[config.mk]
export PLATFORM = sky130hd
export DESIGN_NAME = huffman_enc_arb
export DESIGN_NICKNAME = d
export VERILOG_FILES = /design/src/rtl/huffman_enc_arb.sv
export SDC_FILE = /design/constraint.sdc
export NUM_CORES = 1
export LEC_CHECK = 0
export CELL_PAD_IN_SITES_DETAIL_PLACEMENT = 0
export CELL_PAD_IN_SITES_GLOBAL_PLACEMENT = 1
export CORE_MARGIN = 5
export CORE_UTILIZATION = 29
export CTS_CLUSTER_SIZE = 8
export DETAILED_ROUTE_END_ITERATION = 7
export GPL_ROUTABILITY_DRIVEN = 0
export PLACE_DENSITY_LB_ADDON = 0.12
export SYNTH_ARGS = -nofsm -noshare
export SYNTH_HDL_FRONTEND = slang
export SYNTH_SLANG_ARGS = --single-unit
export TNS_END_PERCENT = 30
[constraint.sdc]
create_clock -name clk -period 4.1 [get_ports clk]
set_input_delay 0.41 -clock clk [delete_from_list [all_inputs] [get_ports clk]]
set_output_delay 0.41 -clock clk [all_outputs]
set_load 0.05 [all_outputs]
[src/rtl/huffman_enc_arb.sv]
`default_nettype none
// ============================================================================
//  Module   : huffman_enc_arb
//  Purpose  : Round-robin packet arbiter feeding one Huffman encoder; tracks
//             the partial-byte fill and optionally pads it at packet end.
//  Option   : define HUFF_ARB_PAD_EN to enable the one-cycle pad symbol.
//  Revision : 1.0 - initial release
// ============================================================================
module huffman_enc_arb #(
    parameter int W = 8,
    parameter int C = 4,
    parameter int N = 4
) (
    input  logic             clk,
    input  logic             rst,
    input  logic [N-1:0]     req_valid,
    input  logic [N*W-1:0]   req_d,
    input  logic [N*C-1:0]   req_w,
    input  logic [N-1:0]     req_last,
    output logic [N-1:0]     req_ready,
    output logic [W-1:0]     enc_d,
    output logic [C-1:0]     enc_w,
    output logic             enc_en,
    output logic [N-1:0]     grant,
    output logic             busy,
    output logic             err
);

    localparam int           c_IW    = (N > 1) ? $clog2(N) : 1;
    localparam logic [C-1:0] c_WLEN  = C'(W);
    localparam logic [C-1:0] c_FMASK = C'(W - 1);

    localparam logic [1:0] c_S_IDLE  = 2'd0;
    localparam logic [1:0] c_S_GRANT = 2'd1;
`ifdef HUFF_ARB_PAD_EN
    localparam logic [1:0] c_S_PAD   = 2'd2;
`endif

    logic [1:0]      r_state;
    logic [N-1:0]    r_grant;
    logic [c_IW-1:0] r_gidx;
    logic [c_IW-1:0] r_rr_ptr;
    logic [C-1:0]    r_fill;
    logic            r_enc_en;
    logic [W-1:0]    r_enc_d;
    logic [C-1:0]    r_enc_w;
    logic            r_err;

    logic            w_pick_ok;
    logic [c_IW-1:0] w_pick_idx;
    int              w_scan;
    logic [W-1:0]    w_sel_d;
    logic [C-1:0]    w_sel_w;
    logic            w_sel_last;
    logic            w_xfer;
    logic            w_legal;
    logic [C-1:0]    w_fill_next;
    logic [c_IW-1:0] w_ptr_next;

    // Scan from the highest offset down so the lowest offset from rr_ptr wins.
    always_comb begin
        w_pick_ok  = 1'b0;
        w_pick_idx = '0;
        w_scan     = 0;
        for (int k = N - 1; k >= 0; k--) begin
            w_scan = int'(r_rr_ptr) + k;
            if (w_scan >= N) begin
                w_scan = w_scan - N;
            end
            if (req_valid[c_IW'(w_scan)]) begin
                w_pick_ok  = 1'b1;
                w_pick_idx = c_IW'(w_scan);
            end
        end
    end

    assign w_sel_d     = req_d[r_gidx * W +: W];
    assign w_sel_w     = req_w[r_gidx * C +: C];
    assign w_sel_last  = req_last[r_gidx];
    assign w_xfer      = (r_state == c_S_GRANT) && req_valid[r_gidx] && !rst;
    assign w_legal     = (w_sel_w != '0) && (w_sel_w <= c_WLEN);
    // W is a power of two, so masking gives the modulo; illegal lengths leave fill alone.
    assign w_fill_next = w_legal ? ((r_fill + w_sel_w) & c_FMASK) : r_fill;
    assign w_ptr_next  = (r_gidx == c_IW'(N - 1)) ? '0 : r_gidx + 1'b1;

    assign req_ready = ((r_state == c_S_GRANT) && !rst) ? r_grant : '0;
    assign busy      = (r_state != c_S_IDLE);
    assign grant     = r_grant;
    assign enc_en    = r_enc_en;
    assign enc_d     = r_enc_d;
    assign enc_w     = r_enc_w;
    assign err       = r_err;

    always_ff @(posedge clk) begin
        if (rst) begin
            r_state  <= c_S_IDLE;
            r_grant  <= '0;
            r_gidx   <= '0;
            r_rr_ptr <= '0;
            r_fill   <= '0;
            r_enc_en <= 1'b0;
            r_enc_d  <= '0;
            r_enc_w  <= '0;
            r_err    <= 1'b0;
        end else begin
            r_enc_en <= 1'b0;
            case (r_state)
                c_S_IDLE: begin
                    if (w_pick_ok) begin
                        r_grant <= N'(1) << w_pick_idx;
                        r_gidx  <= w_pick_idx;
                        r_state <= c_S_GRANT;
                    end
                end
                c_S_GRANT: begin
                    if (w_xfer) begin
                        if (w_legal) begin
                            r_enc_en <= 1'b1;
                            r_enc_d  <= w_sel_d;
                            r_enc_w  <= w_sel_w;
                        end else begin
                            r_err <= 1'b1;
                        end
                        r_fill <= w_fill_next;
                        if (w_sel_last) begin
                            r_rr_ptr <= w_ptr_next;
`ifdef HUFF_ARB_PAD_EN
                            if (w_fill_next != '0) begin
                                r_state <= c_S_PAD;
                            end else begin
                                r_state <= c_S_IDLE;
                                r_grant <= '0;
                                r_fill  <= '0;
                            end
`else
                            r_state <= c_S_IDLE;
                            r_grant <= '0;
                            r_fill  <= '0;
`endif
                        end
                    end
                end
`ifdef HUFF_ARB_PAD_EN
                c_S_PAD: begin
                    r_enc_en <= 1'b1;
                    r_enc_d  <= '0;
                    r_enc_w  <= c_WLEN - r_fill;
                    r_fill   <= '0;
                    r_grant  <= '0;
                    r_state  <= c_S_IDLE;
                end
`endif
                default: begin
                    r_state <= c_S_IDLE;
                    r_grant <= '0;
                end
            endcase
        end
    end

endmodule
`default_nettype wire

# After elaboration in Yosys (flattened, before gate mapping)
# Index checks and enable logic that the tools add are counted.
[classes] addsub=8 order_cmp=10 n_eq_ne=5 shifts=3 n_mux=39 n_bitwise=3 n_reduce_logical=14
[op_table] op="32-bit by 6-bit indexed part select with 8-bit output" count=1
[op_table] op="2-bit 2-to-1 mux" count=12
[op_table] op="2-bit by 4-bit < comparator with 1-bit output (second input constant)" count=4
[op_table] op="4-bit 2-to-1 mux" count=4
[op_table] op="16-bit by 5-bit indexed part select with 4-bit output" count=1
[op_table] op="1-bit 2-to-1 mux" count=15
[op_table] op="1-bit binary-select mux with 2-bit select" count=6
[op_table] op="3-bit AND reduction" count=4
[op_table] op="3-bit greater-or-equal comparator (second input constant)" count=3
[op_table] op="4-bit case mux with 2 select lines" count=1
[op_table] op="2-bit by 1-bit subtractor with 2-bit output (second input constant)" count=4
[op_table] op="2-bit by 2-bit adder with 3-bit output (second input constant)" count=2
[op_table] op="2-bit != test (second input constant)" count=3
[op_table] op="4-bit <= comparator (second input constant)" count=1
[op_table] op="1-bit logical AND" count=4
[op_table] op="2-bit case mux with 2 select lines" count=1
[op_table] op="4-bit nonzero test" count=1
[op_table] op="1-bit by 2-bit left shift with 4-bit output (first input constant)" count=1
[op_table] op="2-bit by 1-bit adder with 3-bit output (second input constant)" count=1
[op_table] op="2-bit by 3-bit greater-or-equal comparator with 1-bit output (second input constant)" count=1
[op_table] op="2-bit by 3-bit < comparator with 1-bit output (second input constant)" count=1
[op_table] op="1-bit inverter" count=3
[op_table] op="3-bit OR reduction" count=1
[op_table] op="2-bit by 1-bit adder with 2-bit output (second input constant)" count=1
[op_table] op="other kinds (6)" count=6
[word_totals] reg_bits=24 elab_cells=90

# Depth between registers and ports, before layout
# Gate-level depths: netlist (run 1).
[logic_depth] ltp_word=13 depth_mapped=7

# Worst setup path after synthesis (run 1)
# OpenSTA, ideal clock, no wires.
[synth_path] path_kind="register to register" from="reg r_gidx[0]" to="reg r_enc_d[0] (netlist: enc_d[0])" t_arrival_ns=1.970 required_time_ns=3.979 setup_slack_ns=2.009 stages_incl_launch_ff=8 path_buffers=2 synth_period_minus_slack_ns=2.091 path_cell_list="dfxtp_1 buf_6 mux4_2 nor3_2 xor2_1 nor2_1 buf_6 mux2_4"
[synth_via] elab_chain_len=5 word_cells_on_any_way=10
[synth_rtl] item="from (decl)" line="41" source="logic [c_IW-1:0] r_gidx;"
[synth_rtl] item="from (signal assigned)" line="111" source="r_gidx <= w_pick_idx;"
[synth_rtl] item="branches (longest 5 deep; another with 4-bit <= comparator)"
[synth_rtl] item="to (signal assigned)" line="119" source="r_enc_d <= w_sel_d;"
[synth_rtl] item="to (decl)" line="45" source="logic [W-1:0] r_enc_d;"
# Parallel ways; which one is timed is not known. The select of a mux whose other input is x is not followed.
# A chain may end at the register's enable or synchronous reset.

# Worst setup path after layout (run 1)
[layout_path] from="in rst" to="out req_ready[3]"
[layout_via] elab_chain_len=3
[layout_rtl] item="from (decl)" line="15" source="input logic rst,"
[layout_rtl] item="1-bit zero test" line="86" source="assign req_ready = ((r_state == c_S_GRANT) && !rst) ? r_grant : '0;"
[layout_rtl] item="1-bit logical AND" line="86"
[layout_rtl] item="4-bit 2-to-1 mux" line="86"
[layout_rtl] item="to (decl)" line="20" source="output logic [N-1:0] req_ready,"
# No other way between the ends.

==> Flow_metrics.wiki, run 1 <==
{| class="wikitable"
! Metric !! Value
|-
| Hold endpoint || r_rr_ptr[0]
|-
| Critical Path Start Type || input port
|-
| Largest net degree at the start of global routing || 24
|-
| Start point of the worst hold path || r_rr_ptr[0]
|-
| FF+latch count, synth || 23
|-
| End of the worst register-to-register path || enc_w[1]
|-
| Buffers from clock root to sink, at most || 2
|-
| CP dominant cell by count || clkdlybuf4s50_1
|-
| Cell depth of the worst min-delay path || 2
|-
| Worst r2r src || r_gidx[0]
|-
| Dominant synthesized flop cell || dfxtp_1
|-
| Global-route wire length before repair || 6490 um
|-
| GRT Residual Overflow || 0
|-
| Worst min-delay path class || flip-flop to flip-flop
|-
| Clock tree sinks || 23
|-
| Library cells used by synthesis || 32
|-
| Ranking of synthesized cells by instance count || dfxtp_1 (23), mux4_2 (13), nor2b_1 (13)
|-
| Kind of critical path || input port to primary output
|-
| Filler Cells Inserted || 426
|-
| Count leader, synth || dfxtp_1
|-
| CTS buffer count || 3
|-
| Post-detailed-route count of antenna-violating nets || 0
|-
| Reported leakage power || 0.817 nW
|-
| Average detailed-routed wire length per instance || 15.8 um
|-
| CTS tree || done
|-
| Number of H-tree levels || 1
|-
| Aggregate global-route resource usage || 13.3%
|-
| Number of enable flip-flop cells after synthesis || 0
|-
| Data required, critical path || 3.69 ns
|-
| Max VDD drop || 0.149 mV
|-
| Post_cts resized || 0
|-
| Max incr delay on CP || about 0.8 ns
|-
| Effective utilization at floorplan || 29.4%
|-
| Share of cells above drive strength 1 || 15.4%
|-
| Final routed wirelength across all metal layers || 4030 um
|-
| List of cells traversed by the critical path || clkdlybuf4s50_1, buf_4, nor2b_1, and2_1, clkdlybuf4s50_1
|-
| RSZ-0062 raised after global routing || false
|-
| Arrival time of the worst setup path || approximately 2.4 ns
|-
| Post-placement cell count || 251
|-
| Cell row count || 25
|-
| Crit path buffers/inverters || 3
|-
| First-pass iteration count of the detailed router || 4
|-
| Proportion of register bits with asynchronous set or reset after synthesis || 0%
|-
| First-iteration detailed-routing DRC count || 52
|-
| Register-to-register setup slack || 1.62 ns
|-
| Synthesized net count || 181
|-
| Worst-case headroom to the max-slew limit || 47.3%
|-
| IO Pins || 81
|-
| HPWL after DPL || 3180 um
|-
| Number of global-route vias before repair || 1,327
|-
| Post-synth top area share || 33.5%
|-
| Worst reg2reg path depth || 6
|-
| Area of the mapped netlist || 0.00137 sq mm
|-
| Biggest area consumer among synthesized cells || dfxtp_1
|-
| Min Tclk post-route || 2.82 ns
|-
| Proportion of synthesized chip area in sequential cells || between 30% and 40%
|-
| Latest clock arrival within the worst-skew pair || 0.26 ns
|-
| Leading post-synthesis cells by cell area || dfxtp_1 (34%), mux4_2 (21%), mux2_4 (9.8%)
|-
| Hold Fails Final Rpt || 0
|-
| Number of input and output port buffers inserted || 80
|-
| Clock edge transition at the registers on the reported setup and hold paths || 0.08 ns
|-
| Setup slack after layout || 1.28 ns
|-
| Type of element capturing the critical path || primary output
|-
| Post-Syn Instances || 122
|-
| Power density of the placed cells || 258 mW/mm^2
|-
| Total power of the final layout || approximately 0.58 mW
|-
| Top Family by Delay on Critical Path || buffers and inverters
|-
| Setup Fix Bufs, Post-CTS || 0
|-
| Via Count || 1,243
|-
| Die W || 78.8 um
|-
| Detailed-route DRC error count || 0
|-
| Die Outline Area || 0.00621 sq mm
|-
| Result of the run || complete, no violations
|-
| Highest net fanout along the worst path || 23
|-
| Slowest CP cell || clkdlybuf4s50_1
|-
| Peak Freq || 354 MHz
|-
| Drt via density || 4.87
|-
| Floorplan die height || 78.8 um
|-
| P&R area growth vs syn || 64.8%
|-
| Final slew viol count || 0
|-
| Max-cap violation count || 0
|-
| Setup tns final || 0 ns
|-
| Initial antenna violation count || 0
|-
| Synthesis warning total || 0
|-
| Fraction of the cycle the final worst path needs || around 70%
|-
| Transition at the pin with the smallest max-transition slack || around 0.79 ns
|-
| Placeable core region || ~0.0047 sq mm
|-
| Clk_skew || 0.00222 ns
|-
| Final setup violation count || 0
|-
| Average instance area after synthesis || approximately 11 sq um
|-
| CTS root buf || clkbuf_8
|-
| Pre-CTS setup slack || 1.27 ns
|-
| Count of non-filler cells in the finished layout || approximately 260
|-
| Hold_buf cts || 0
|-
| Number of nets in the finished design || around 260
|-
| Antenna cell count || 0
|}
## area by class of cell
type                    instances  area (sq um)  area share, %
well taps                      54          67.6           2.99
inverters                       2          7.51          0.332
flip-flops and latches         23           460           20.4
multi-input cells              89           858           37.9
repair buffers                 83           823           36.4
clock buffers                   4          45.0           1.99
## worst reg2reg max path, delay by kind of cell (launching register included)
kind	cells	cell delay (ns)
DFF	1	0.68
buffers and inverters	1	0.25
xor gates and xnor gates	1	0.12
and+or+nand+nor	2	0.35
muxes	2	0.98
## state kept, by name, summed over array words and instances, names as in the netlist
signal    count
grant         4
r_rr_ptr      2
enc_en        1
enc_d         8
err           1
r_gidx        2
r_state       1
enc_w         4
## per-layer routing
layer | vias to the layer above | share of wire, % | GRT usage (%)
met4 | 0 | 0.92 | 3.32
met2 | 44 | 51 | 23.7
met3 | 6 | 6.4 | 3.85
met5 | - | 0 | 0
met1 | 579 | 42 | 15.7
li1 | 614 | - | -
## how the worst max path moves through the flow
stage                              end  cells after the start       from
after detailed placement  req_ready[0]                      5        rst
after global routing      req_ready[3]                      5        rst
final                     req_ready[3]                      5        rst
after floorplan               enc_d[0]                      7  r_gidx[0]
after CTS                 req_ready[0]                      5        rst
after global placement    req_ready[2]                      5        rst
## power breakdown
| part | switching, mW | total, mW | internal [mW] | leakage [nW] |
|---|---|---|---|---|
| Combinational | 0.0848 | 0.195 | 0.111 | 0.607 |
| Sequential | 0.0124 | 0.247 | 0.235 | 0.187 |
| Clock | 0.0710 | 0.140 | 0.0693 | 0.0228 |
| Total | 0.168 | 0.583 | 0.415 | 0.817 |
## stage by stage
step           util, %  area (sq um)  hold WS (ns)
2_1_floorplan        -          1370         0.445
3_3_place_gp      47.6          2220         0.463
3_5_place_dp      47.6          2220         0.471
4_1_cts           48.5          2260         0.488
5_1_grt           48.5          2260         0.498
6_report          48.5          2260         0.484
## placed cells by master (no fill, tap or decap), drive strengths merged, types with 2 or more instances in the layout
master and n:
clkbuf 4, a2bb2oi 2, o21ai 4, inv 2, nor2 11, and2 4, mux2i 2, dfxtp 23
a21oi 8, mux2 11, clkdlybuf4s50 80, buf 3, nand2 4, mux4 14, a22oi 2, nor2b 13
## cells by family after synthesis
kind of cell             share of synthesized area (%)
AO/OA/AOI/OAI                                     9.39
XOR/XNOR                                         0.638
adder cells (fa/ha/maj)                          0.911
buffers and inverters                             3.92
flip-flops                                        33.5
multiplexers                                      36.2
AND/OR/NAND/NOR                                   15.4
Note: power is estimated with default switching activity, not from simulation.
==> run 2: changes to the inputs <==
--- a/config.mk
+++ b/config.mk
@@ -8,7 +8,7 @@
 export CELL_PAD_IN_SITES_DETAIL_PLACEMENT = 0
 export CELL_PAD_IN_SITES_GLOBAL_PLACEMENT = 1
 export CORE_MARGIN = 5
-export CORE_UTILIZATION = 29
+export CORE_UTILIZATION = 27
 export CTS_CLUSTER_SIZE = 8
 export DETAILED_ROUTE_END_ITERATION = 7
 export GPL_ROUTABILITY_DRIVEN = 0
==> constraint.sdc (replaced) <==
create_clock -name clk -period 2.93 [get_ports clk]
set_input_delay 0.293 -clock clk [delete_from_list [all_inputs] [get_ports clk]]
set_output_delay 0.293 -clock clk [all_outputs]
set_load 0.05 [all_outputs]
==> run 2 against run 1 <==
  * Die area grew 6.5%
  * Critical path depth increased by 1
  * Clock skew up 0.0035 ns
  * Final cell count rose by 6.7%
  * Non-clock buffer count increased by 1
  * Cell area increased by 3.0%
  * Largest cell class is now buffers
  * Highest routed layer unchanged
==> Flow_metrics.wiki, run 2 (synthesized netlist as in run 1, its figures left out) <==
{| class="wikitable"
! Metric !! Value
|-
| Worst reg2reg path depth || 6 (unchanged)
|-
| Via Count || 1,278 (was 1,243)
|-
| Total power of the final layout || 0.821 mW (was 0.583 mW)
|-
| Reported leakage power || 0.842 nW (was 0.817 nW)
|-
| HPWL after DPL || 3320 um (was 3180 um)
|-
| Post-detailed-route count of antenna-violating nets || 0 (unchanged)
|-
| Setup slack after layout || 0.649 ns (was 1.28 ns)
|-
| Arrival time of the worst setup path || 2.43 ns (was 2.41 ns)
|-
| Effective utilization at floorplan || 27.4% (was 29.4%)
|-
| Number of global-route vias before repair || 1,328 (was 1,327)
|-
| Data required, critical path || 3.08 ns (was 3.69 ns)
|-
| Buffers from clock root to sink, at most || 2 (unchanged)
|-
| Peak Freq || 438 MHz
|-
| Min Tclk post-route || 2.28 ns
|-
| P&R area growth vs syn || 69.7% (was 64.8%)
|-
| Floorplan die height || 81.3 um (was 78.8 um)
|-
| Transition at the pin with the smallest max-transition slack || 0.570 ns (was 0.789 ns)
|-
| Global-route wire length before repair || 6500 um (was 6490 um)
|-
| Max-cap violation count || 0 (unchanged)
|-
| Kind of critical path || flip-flop to flip-flop (was input port to primary output)
|-
| Clk_skew || 0.00571 ns (was 0.00222 ns)
|-
| Post_cts resized || 0 (unchanged)
|-
| Critical Path Source || r_gidx[0] (was rst)
|-
| Critical Path Start Type || flip-flop (was input port)
|-
| Largest net degree at the start of global routing || 23 (was 24)
|-
| Clock tree sinks || 23 (unchanged)
|-
| Register-to-register setup slack || 0.65 ns (was 1.62 ns)
|-
| Most common cell after layout, fill and taps aside || clkdlybuf4s50_1 (unchanged)
|-
| RSZ-0062 raised after global routing || false (unchanged)
|-
| Detailed-route DRC error count || 0 (unchanged)
|-
| Share of cells above drive strength 1 || 17.8% (was 15.4%)
|-
| Endpoint of the most critical setup path || enc_w[0] (was req_ready[3])
|-
| Post-route worst hold slack || 0.482 ns (was 0.484 ns)
|-
| Placeable core region || 0.00501 sq mm (was 0.00466 sq mm)
|-
| Setup tns final || 0 ns (unchanged)
|-
| End of the worst register-to-register path || enc_w[0] (was enc_w[1])
|-
| Max reg flops || 8 (unchanged)
|-
| GRT Residual Overflow || 0 (unchanged)
|-
| Fraction of the cycle the final worst path needs || 77.9%
|-
| Hold_buf cts || 0 (unchanged)
|-
| Hold Fails Final Rpt || 0 (unchanged)
|-
| Die Outline Area || 0.00661 sq mm (was 0.00621 sq mm)
|-
| Highest net fanout along the worst path || 12 (was 23)
|-
| Aggregate global-route resource usage || 12.9% (was 13.3%)
|-
| Core occupancy in the finished layout || 46.5% (was 48.5%)
|-
| CTS buffer count || 3 (unchanged)
|-
| Worst-case headroom to the max-slew limit || 61.5% (was 47.3%)
|-
| Number of input and output port buffers inserted || 80 (unchanged)
|-
| IO Pins || 81 (unchanged)
|-
| Final setup violation count || 0 (unchanged)
|-
| CTS tree || done (unchanged)
|-
| Drt via density || 4.70 (was 4.87)
|-
| Start point of the worst hold path || err (was r_rr_ptr[0])
|-
| Commonest cells after routing, fill and taps aside || clkdlybuf4s50_1 (76), dfxtp_1 (23), nor2b_1 (13), mux4_2 (13), nor2_1 (11) (was clkdlybuf4s50_1 (80), dfxtp_1 (23), nor2b_1 (13), mux4_2 (13), nor2_1 (11))
|-
| Number of nets in the finished design || 262 (was 261)
|-
| Clock edge transition at the registers on the reported setup and hold paths || 0.08 ns (about the same)
|-
| Average detailed-routed wire length per instance || 15.3 um (was 15.8 um)
|-
| Setup Fix Bufs, Post-CTS || 0 (unchanged)
|-
| Result of the run || complete, no violations (unchanged)
|-
| First-pass iteration count of the detailed router || 4 (unchanged)
|-
| Number of H-tree levels || 1 (unchanged)
|-
| Latest clock arrival within the worst-skew pair || 0.26 ns (about the same)
|-
| Final routed wirelength across all metal layers || 4160 um (was 4030 um)
|-
| First-iteration detailed-routing DRC count || 39 (was 52)
|-
| Worst r2r src || r_gidx[0] (unchanged)
|-
| Cell row count || 26 (was 25)
|-
| Power density of the placed cells || 353 mW/mm^2 (was 258 mW/mm^2)
|-
| Type of element capturing the critical path || flip-flop (was primary output)
|-
| Initial antenna violation count || 0 (unchanged)
|-
| Die W || 81.3 um (was 78.8 um)
|-
| CTS root buf || clkbuf_8 (unchanged)
|-
| Final slew viol count || 0 (unchanged)
|-
| Antenna cell count || 0 (unchanged)
|-
| Max VDD drop || 0.154 mV (was 0.149 mV)
|-
| Pre-CTS setup slack || 0.575 ns (was 1.27 ns)
|-
| Worst min-delay path class || flip-flop to flip-flop (unchanged)
|}
run 2: cell type report:
cell class | instances | area [sq um]
flip-flops and latches | 23 | 460
clock buffers | 4 | 45.0
multi-input cells | 89 | 858
fillers | 500 | 2680
repair buffers | 84 | 871
inverters | 2 | 7.51
well taps | 70 | 87.6
run 2: per-layer routing:
layer  vias to the layer above  routed length, um  GRT usage, %
li1                        612                  -             -
met1                       614               1770          15.6
met2                        50               2000          21.7
met3                         2                366          4.55
met4                         0                 23          3.04
met5                         -                  0             0
run 2: worst max-delay path: stages (launching register included):
cell and delay, ns:
dfxtp_1 0.55, mux4_2 0.58, nor3_2 0.23, xor2_1 0.12, nor2_1 0.10, buf_4 0.24
mux2_2 0.36
run 2: how the worst min path moves through the flow:
| stage | to | cells after the start |
|---|---|---|
| after detailed placement | err | 2 |
| after CTS | err | 2 |
| after floorplan | r_rr_ptr[0] | 2 |
| after global placement | r_rr_ptr[0] | 2 |
| final | err | 2 |
| after global routing | r_rr_ptr[0] | 2 |
run 2: metrics by stage:
| step | instances | area [sq um] |
|---|---|---|
| after CTS | 272 | 2330 |
| final | 272 | 2330 |
| after global placement | 268 | 2280 |
| after global routing | 272 | 2330 |
| after floorplan | 122 | 1370 |
| after detailed placement | 268 | 2280 |
run 2: power breakdown:
part	total, mW	internal (mW)	switching [mW]
Combinational	0.280	0.157	0.122
Sequential	0.344	0.329	0.0147
Clock	0.198	0.0970	0.101
